File: src/rtl/scaler_sequencer.sv
`default_nettype none
// ---------------------------------------------------------------------------
// scaler_sequencer : clears the frame RAM, launches the selected scaling engine
//                    and muxes its ROM/RAM buses onto the shared memories.
// Revision 1.0
// ---------------------------------------------------------------------------
module scaler_sequencer #(
  parameter int                ADDR_W     = 19,
  parameter int                DATA_W     = 8,
  parameter int                RAM_WORDS  = 76800,
  parameter logic [DATA_W-1:0] CLEAR_VAL  = '0,
  parameter int                RST_CYCLES = 2,
  parameter int                TIMEOUT    = 1048576
) (
  input  logic                  clk,
  input  logic                  reset,
  input  logic                  start,
  input  logic [1:0]            seletor,
  input  logic [4*ADDR_W-1:0]   eng_rom_addr,
  input  logic [4*ADDR_W-1:0]   eng_wraddr,
  input  logic [4*DATA_W-1:0]   eng_wdata,
  input  logic [3:0]            eng_wren,
  input  logic [3:0]            eng_done,
  output logic [3:0]            eng_rst,
  output logic [ADDR_W-1:0]     rom_addr,
  output logic [ADDR_W-1:0]     ram_wraddr,
  output logic [DATA_W-1:0]     ram_data,
  output logic                  ram_wren,
  output logic [1:0]            active_sel,
  output logic                  busy,
  output logic                  done,
  output logic                  err
);

  localparam int CLR_W = (RAM_WORDS > 1) ? $clog2(RAM_WORDS) : 1;
  localparam int TMO_W = (TIMEOUT > 0) ? $clog2(TIMEOUT + 1) : 1;
  localparam int LCH_W = (RST_CYCLES > 1) ? $clog2(RST_CYCLES) : 1;

  localparam logic [CLR_W-1:0] CLR_LAST = CLR_W'(RAM_WORDS - 1);
  localparam logic [TMO_W-1:0] TMO_LAST = TMO_W'(TIMEOUT - 1);
  localparam logic [LCH_W-1:0] LCH_LAST = LCH_W'(RST_CYCLES - 1);

  typedef enum logic [2:0] {
    S_IDLE   = 3'd0,
    S_CLEAR  = 3'd1,
    S_LAUNCH = 3'd2,
    S_RUN    = 3'd3,
    S_DRAIN  = 3'd4,
    S_DONE   = 3'd5,
    S_ERROR  = 3'd6
  } state_t;

  state_t              state_q, state_d;
  logic [1:0]          sel_q, sel_d;
  logic [CLR_W-1:0]    clr_cnt_q, clr_cnt_d;
  logic [LCH_W-1:0]    lch_cnt_q, lch_cnt_d;
  logic [TMO_W-1:0]    tmo_cnt_q, tmo_cnt_d;
  logic [ADDR_W-1:0]   ram_wraddr_q, ram_wraddr_d;
  logic [DATA_W-1:0]   ram_data_q, ram_data_d;
  logic                ram_wren_q, ram_wren_d;
  logic                launch;

  logic [ADDR_W-1:0]   rom_addr_a [4];
  logic [ADDR_W-1:0]   wraddr_a   [4];
  logic [DATA_W-1:0]   wdata_a    [4];

  genvar k;
  for (k = 0; k < 4; k++) begin : g_unpack
    assign rom_addr_a[k] = eng_rom_addr[k*ADDR_W +: ADDR_W];
    assign wraddr_a[k]   = eng_wraddr[k*ADDR_W +: ADDR_W];
    assign wdata_a[k]    = eng_wdata[k*DATA_W +: DATA_W];
  end

  always_ff @(posedge clk) begin
    if (reset) begin
      state_q      <= S_IDLE;
      sel_q        <= 2'b00;
      clr_cnt_q    <= '0;
      lch_cnt_q    <= '0;
      tmo_cnt_q    <= '0;
      ram_wraddr_q <= '0;
      ram_data_q   <= '0;
      ram_wren_q   <= 1'b0;
    end else begin
      state_q      <= state_d;
      sel_q        <= sel_d;
      clr_cnt_q    <= clr_cnt_d;
      lch_cnt_q    <= lch_cnt_d;
      tmo_cnt_q    <= tmo_cnt_d;
      ram_wraddr_q <= ram_wraddr_d;
      ram_data_q   <= ram_data_d;
      ram_wren_q   <= ram_wren_d;
    end
  end

  always_comb begin
    state_d      = state_q;
    sel_d        = sel_q;
    clr_cnt_d    = clr_cnt_q;
    lch_cnt_d    = lch_cnt_q;
    tmo_cnt_d    = tmo_cnt_q;
    ram_wraddr_d = ram_wraddr_q;
    ram_data_d   = ram_data_q;
    ram_wren_d   = 1'b0;
    launch       = 1'b0;

    unique case (state_q)
      S_IDLE: launch = start;

      S_CLEAR: begin
        if (clr_cnt_q == CLR_LAST) begin
          state_d = S_LAUNCH;
        end else begin
          clr_cnt_d    = clr_cnt_q + 1'b1;
          ram_wraddr_d = ADDR_W'(clr_cnt_d);
          ram_data_d   = CLEAR_VAL;
          ram_wren_d   = 1'b1;
        end
      end

      S_LAUNCH: begin
        if (lch_cnt_q == LCH_LAST) begin
          state_d   = S_RUN;
          tmo_cnt_d = '0;
        end else begin
          lch_cnt_d = lch_cnt_q + 1'b1;
        end
      end

      S_RUN: begin
        // Capture the engine write every cycle, including the one that sees done,
        // so DRAIN forwards the final write.
        ram_wraddr_d = wraddr_a[sel_q];
        ram_data_d   = wdata_a[sel_q];
        ram_wren_d   = eng_wren[sel_q];
        if (eng_done[sel_q]) begin
          state_d = S_DRAIN;
        end else if (tmo_cnt_q == TMO_LAST) begin
          state_d = S_ERROR;
        end else begin
          tmo_cnt_d = tmo_cnt_q + 1'b1;
        end
      end

      S_DRAIN: state_d = S_DONE;

      S_DONE:  launch = start || (seletor != sel_q);

      S_ERROR: launch = start;

      default: state_d = S_IDLE;
    endcase

    if (launch) begin
      state_d      = S_CLEAR;
      sel_d        = seletor;
      clr_cnt_d    = '0;
      lch_cnt_d    = '0;
      tmo_cnt_d    = '0;
      ram_wraddr_d = '0;
      ram_data_d   = CLEAR_VAL;
      ram_wren_d   = 1'b1;
    end
  end

  // ROM address bypasses the register so engine ROM latency is unaffected.
  assign rom_addr   = (state_q == S_RUN) ? rom_addr_a[sel_q] : '0;
  assign eng_rst    = (state_q == S_RUN) ? ~(4'b0001 << sel_q) : 4'b1111;
  assign ram_wraddr = ram_wraddr_q;
  assign ram_data   = ram_data_q;
  assign ram_wren   = ram_wren_q;
  assign active_sel = sel_q;
  assign busy       = (state_q == S_CLEAR) || (state_q == S_LAUNCH) ||
                      (state_q == S_RUN)   || (state_q == S_DRAIN);
  assign done       = (state_q == S_DONE);
  assign err        = (state_q == S_ERROR);

endmodule
`default_nettype wire

File: config.mk
export PLATFORM = sky130hd
export DESIGN_NAME = scaler_sequencer
export DESIGN_NICKNAME = d
export VERILOG_FILES = /design/src/rtl/scaler_sequencer.sv
export SDC_FILE = /design/constraint.sdc
export NUM_CORES = 1
export LEC_CHECK = 0
export ABC_AREA = 1
export BUFFER_PORTS_ARGS = -buffer_cell sky130_fd_sc_hd__buf_4
export CAP_MARGIN = 20
export CELL_PAD_IN_SITES_DETAIL_PLACEMENT = 2
export CELL_PAD_IN_SITES_GLOBAL_PLACEMENT = 2
export CORE_ASPECT_RATIO = 1.1
export CORE_UTILIZATION = 24
export CTS_CLUSTER_DIAMETER = 30
export DETAILED_ROUTE_END_ITERATION = 6
export HOLD_SLACK_MARGIN = 0.15
export PLACE_DENSITY = 0.91
export SLEW_MARGIN = 10
export SYNTH_ARGS = -nofsm -noshare
export SYNTH_HDL_FRONTEND = slang
export SYNTH_SLANG_ARGS = --single-unit
export TNS_END_PERCENT = 30
File: constraint.sdc
create_clock -name clk -period 3.58 [get_ports clk]
set_input_delay 0.895 -clock clk [delete_from_list [all_inputs] [get_ports clk]]
set_output_delay 0.895 -clock clk [all_outputs]
set_load 0.05 [all_outputs]
==> summary.md <==
* 2.68 ns — data required time at the worst endpoint
* 2.41 ns — data arrival time at the worst-slack endpoint
* 21000 um^2 — floorplan die area
* 3.30 ns — min Tclk post-route
* 2475 — Filler Cell Count
* 0 ns — total negative slack
* reg2reg — worst hold path type
* inv_1 > nor2_4 > a22oi_1 > a21oi_1 > buf_4 — cell chain of the critical path
* 54 — post-detailed-route DRC marker count
* 0.948 — Final Wtd Congestion
* 9 — total clock buffers created by CTS
* 0 — Maximum Capacitance Violations
* 20100 um — hpwl dp
* sky130_fd_sc_hd__dfxtp_1 — Slowest cell on crit path
* 138 um — die outline width
* 1004 — synthesized netlist net count
* 54 — Rows
* 0.432 — part of the total power dissipated in combinational logic
* 1275 — Placed Instances
* sky130_fd_sc_hd__nand2_1 — library cell with the highest instance count after synthesis
* 0 — Resize count post-CTS
* 0 — number of flops mapped to enable cells by yosys
* 152 um — Die Span Y
* 0 — Post-synth ARST share
* 2 — Longest Clk Path Bufs
* 0 — multiplexer area fraction after synthesis
* 27 — largest fanout on the critical path
* 0.61 ns — Critical Path Max Stage Delay
* 0.218 — complex-gate fraction of the synthesized area
* 3 — H-tree depth
* 1370 uW — switching component of the power
* 72 — number of flip-flops and latches in the synthesized netlist
* 0 — count of warnings emitted by yosys
* 0 — number of hold violations in the final report
* 0 — number of hold buffers added after cts
* 39500 um — wire length of the first global-routing pass
* 0.303 GHz — highest clock frequency the design can meet
* 19900 um^2 — Placeable Area
* 2 — initial antenna violation count
* 0 — antenna-violating nets left
* sky130_fd_sc_hd__dfxtp_1 — leading register cell type out of synthesis
* 0.923 — Period Utilization, post-route
* reg2out — category of the critical setup timing path
* 0.369 — Post-Synth Simple-Gate Area
* 5.14 — Vias per Instance
* 0.246 — starting utilization of the core area
* output pin — nature of the critical path endpoint
* 281 x sky130_fd_sc_hd__nand2_1, 91 x sky130_fd_sc_hd__a21oi_1, 73 x sky130_fd_sc_hd__nor2_1, 72 x sky130_fd_sc_hd__dfxtp_1, 62 x sky130_fd_sc_hd__a22oi_1 — leading cell types by count after synthesis
* 46 — maximum number of pins on one net before global-route repair
* 0.475 — Slew headroom
* 7 — number of detailed-routing iterations run before antenna repair
* 0.437 — sw frac
* 7117 — number of global-route vias before repair
* 1770 uW — design internal power
* 0.0322 — xor/xnor cell area share of the yosys netlist
* finished, violations left — outcome
* 0 — setup violators final
* sky130_fd_sc_hd__dfxtp_1 — library cell occupying the most area in the post-synthesis netlist
* 0.284 — fraction of power consumed by the clock network
* design-rule violations — violated checks
* 805 — gate count after technology mapping
* 4900 um^2 — post-synthesis cell area
* built — TritonCTS clock tree
* 0.06 ns — clock edge transition at the registers on the reported setup and hold paths
* sky130_fd_sc_hd__clkbuf_16 — cell at the root of the clock tree
* 0.284 — sequential share of power
* 32 — Unique masters post-synth
* 1293 — Finished Layout Cells
* false — RSZ-0062 raised after global routing
* 0 — Slew Viols, Final
* 252 — Port Buffers
* 6643 — number of vias after detailed routing
* 0.00313 uW — Leakage
* 268 — number of DRC violations after detailed-routing iteration 0
* 0.294 — fraction of synthesized cell area taken by the top area cell type
* 1233 — nets@finish
* 19.7 um — routed length per placed instance
* 0.287 — proportion of layout cells with a drive suffix above 1
* 2 — Critical path buffers and inverters
* 0 — number of setup buffers added after CTS
* 6.09 um^2 — Avg Inst Size Synth
* 0.00510 — adder and majority gate portion of the synthesized area
* 25500 um — WL final
* 431 nW/um^2 — PD cells
* 0 — gr ovfl total
* 0.00928 ns — Setup Skew
* 253 — total I/O pin count
* flip-flops — Worst path top cell family by delay
* 0.35 ns — insertion delay to the later sink of the worst-skew pair
* 0.294 — fraction of the yosys area taken by sequential cells
* 0.000251 V — worst vdd ir
* 72 — total number of clock tree sinks
* 48.9% — area overhead of the layout relative to synthesis
* 0.242 — global router's overall resource usage
* flop — Critical Path Start Type
* sky130_fd_sc_hd__dfxtp_1 29%, sky130_fd_sc_hd__nand2_1 22%, sky130_fd_sc_hd__a22oi_1 9.5%, sky130_fd_sc_hd__a21oi_1 9.3%, sky130_fd_sc_hd__nor2_1 5.6% — biggest area contributors in the synthesized netlist
* 0.787 ns — Worst-Margin Slew
* simple AND/OR/NAND/NOR gates — largest family of logic cells by synthesized area
-- metal layers --
layer	share of wire	GRT usage
met1	0.39	0.261
met2	0.51	0.449
met3	0.059	0.0488
met4	0.037	0.116
met5	0	0
-- area by class of cell --
cell class / count / area (um^2) / share of cell area
clock inverters: 7 / 62.6 / 0.00857
diodes: 2 / 5.00 / 0.000686
multi-input cells: 636 / 3080 / 0.422
inverters: 53 / 199 / 0.0273
clock buffers: 9 / 225 / 0.0309
well taps: 252 / 315 / 0.0432
repair buffers: 262 / 1970 / 0.270
flip-flops and latches: 72 / 1440 / 0.198
-- sequential cells by signal, indices dropped and copies added, names as in the netlist --
signal      flops
tmo_cnt_q      21
ram_wraddr     19
clr_cnt_q      17
ram_data        8
state_q         3
active_sel      2
lch_cnt_q       1
ram_wren        1
-- path summary, 6_finish.rpt --
path            startpoint             to  slack, ns  depth (start not counted)
max          active_sel[0]   rom_addr[13]       0.28                          5
max reg2reg  active_sel[0]  ram_wraddr[0]       1.06                          9
min reg2reg    ram_data[7]    ram_data[7]       0.47                          2
min            ram_data[7]    ram_data[7]       0.47                          2
-- layout by cell type (no fill, tap or decap), drive strengths merged, types with 16 or more instances in the layout --
master,n
a22oi,62
a21oi,92
buf,262
nand4,18
dfxtp,72
nand2,285
nand3,47
nor2,75
inv,57
o21ai,16
-- per-stage QoR --
step	util	hold slack [ns]	total power (uW)	worst slack (ns)	cell area (um^2)
6_report	0.366	0.466	3140	0.277	7300
3_5_place_dp	0.351	0.459	2270	0.655	7000
3_3_place_gp	0.351	0.451	2220	0.827	7000
2_1_floorplan	-	0.462	1730	0.208	4900
5_1_grt	0.366	0.491	3330	0.147	7300
4_1_cts	0.366	0.469	3170	0.272	7290
-- tightest hold or removal path: cells and delay by family (launching register included) --
family,cells,cell delay [ns]
compound gates,1,0.05
flops,1,0.31
simple gates,1,0.06
-- cell families after synthesis --
group | count (synthesis)
xor gates and xnor gates | 18
and+or+nand+nor | 437
AOI/OAI and AO/OA | 179
buffers and inverters | 97
adders and majority gates | 2
DFF | 72
-- power groups by stage --
stage	combinational (uW)	sequential (uW)	clock, uW
floorplan	801	932	0
global placement	1310	906	0
detailed placement	1360	911	0
CTS	1370	894	913
global route	1480	900	949
finish	1360	894	893
Power figures use the tool's default switching activity.
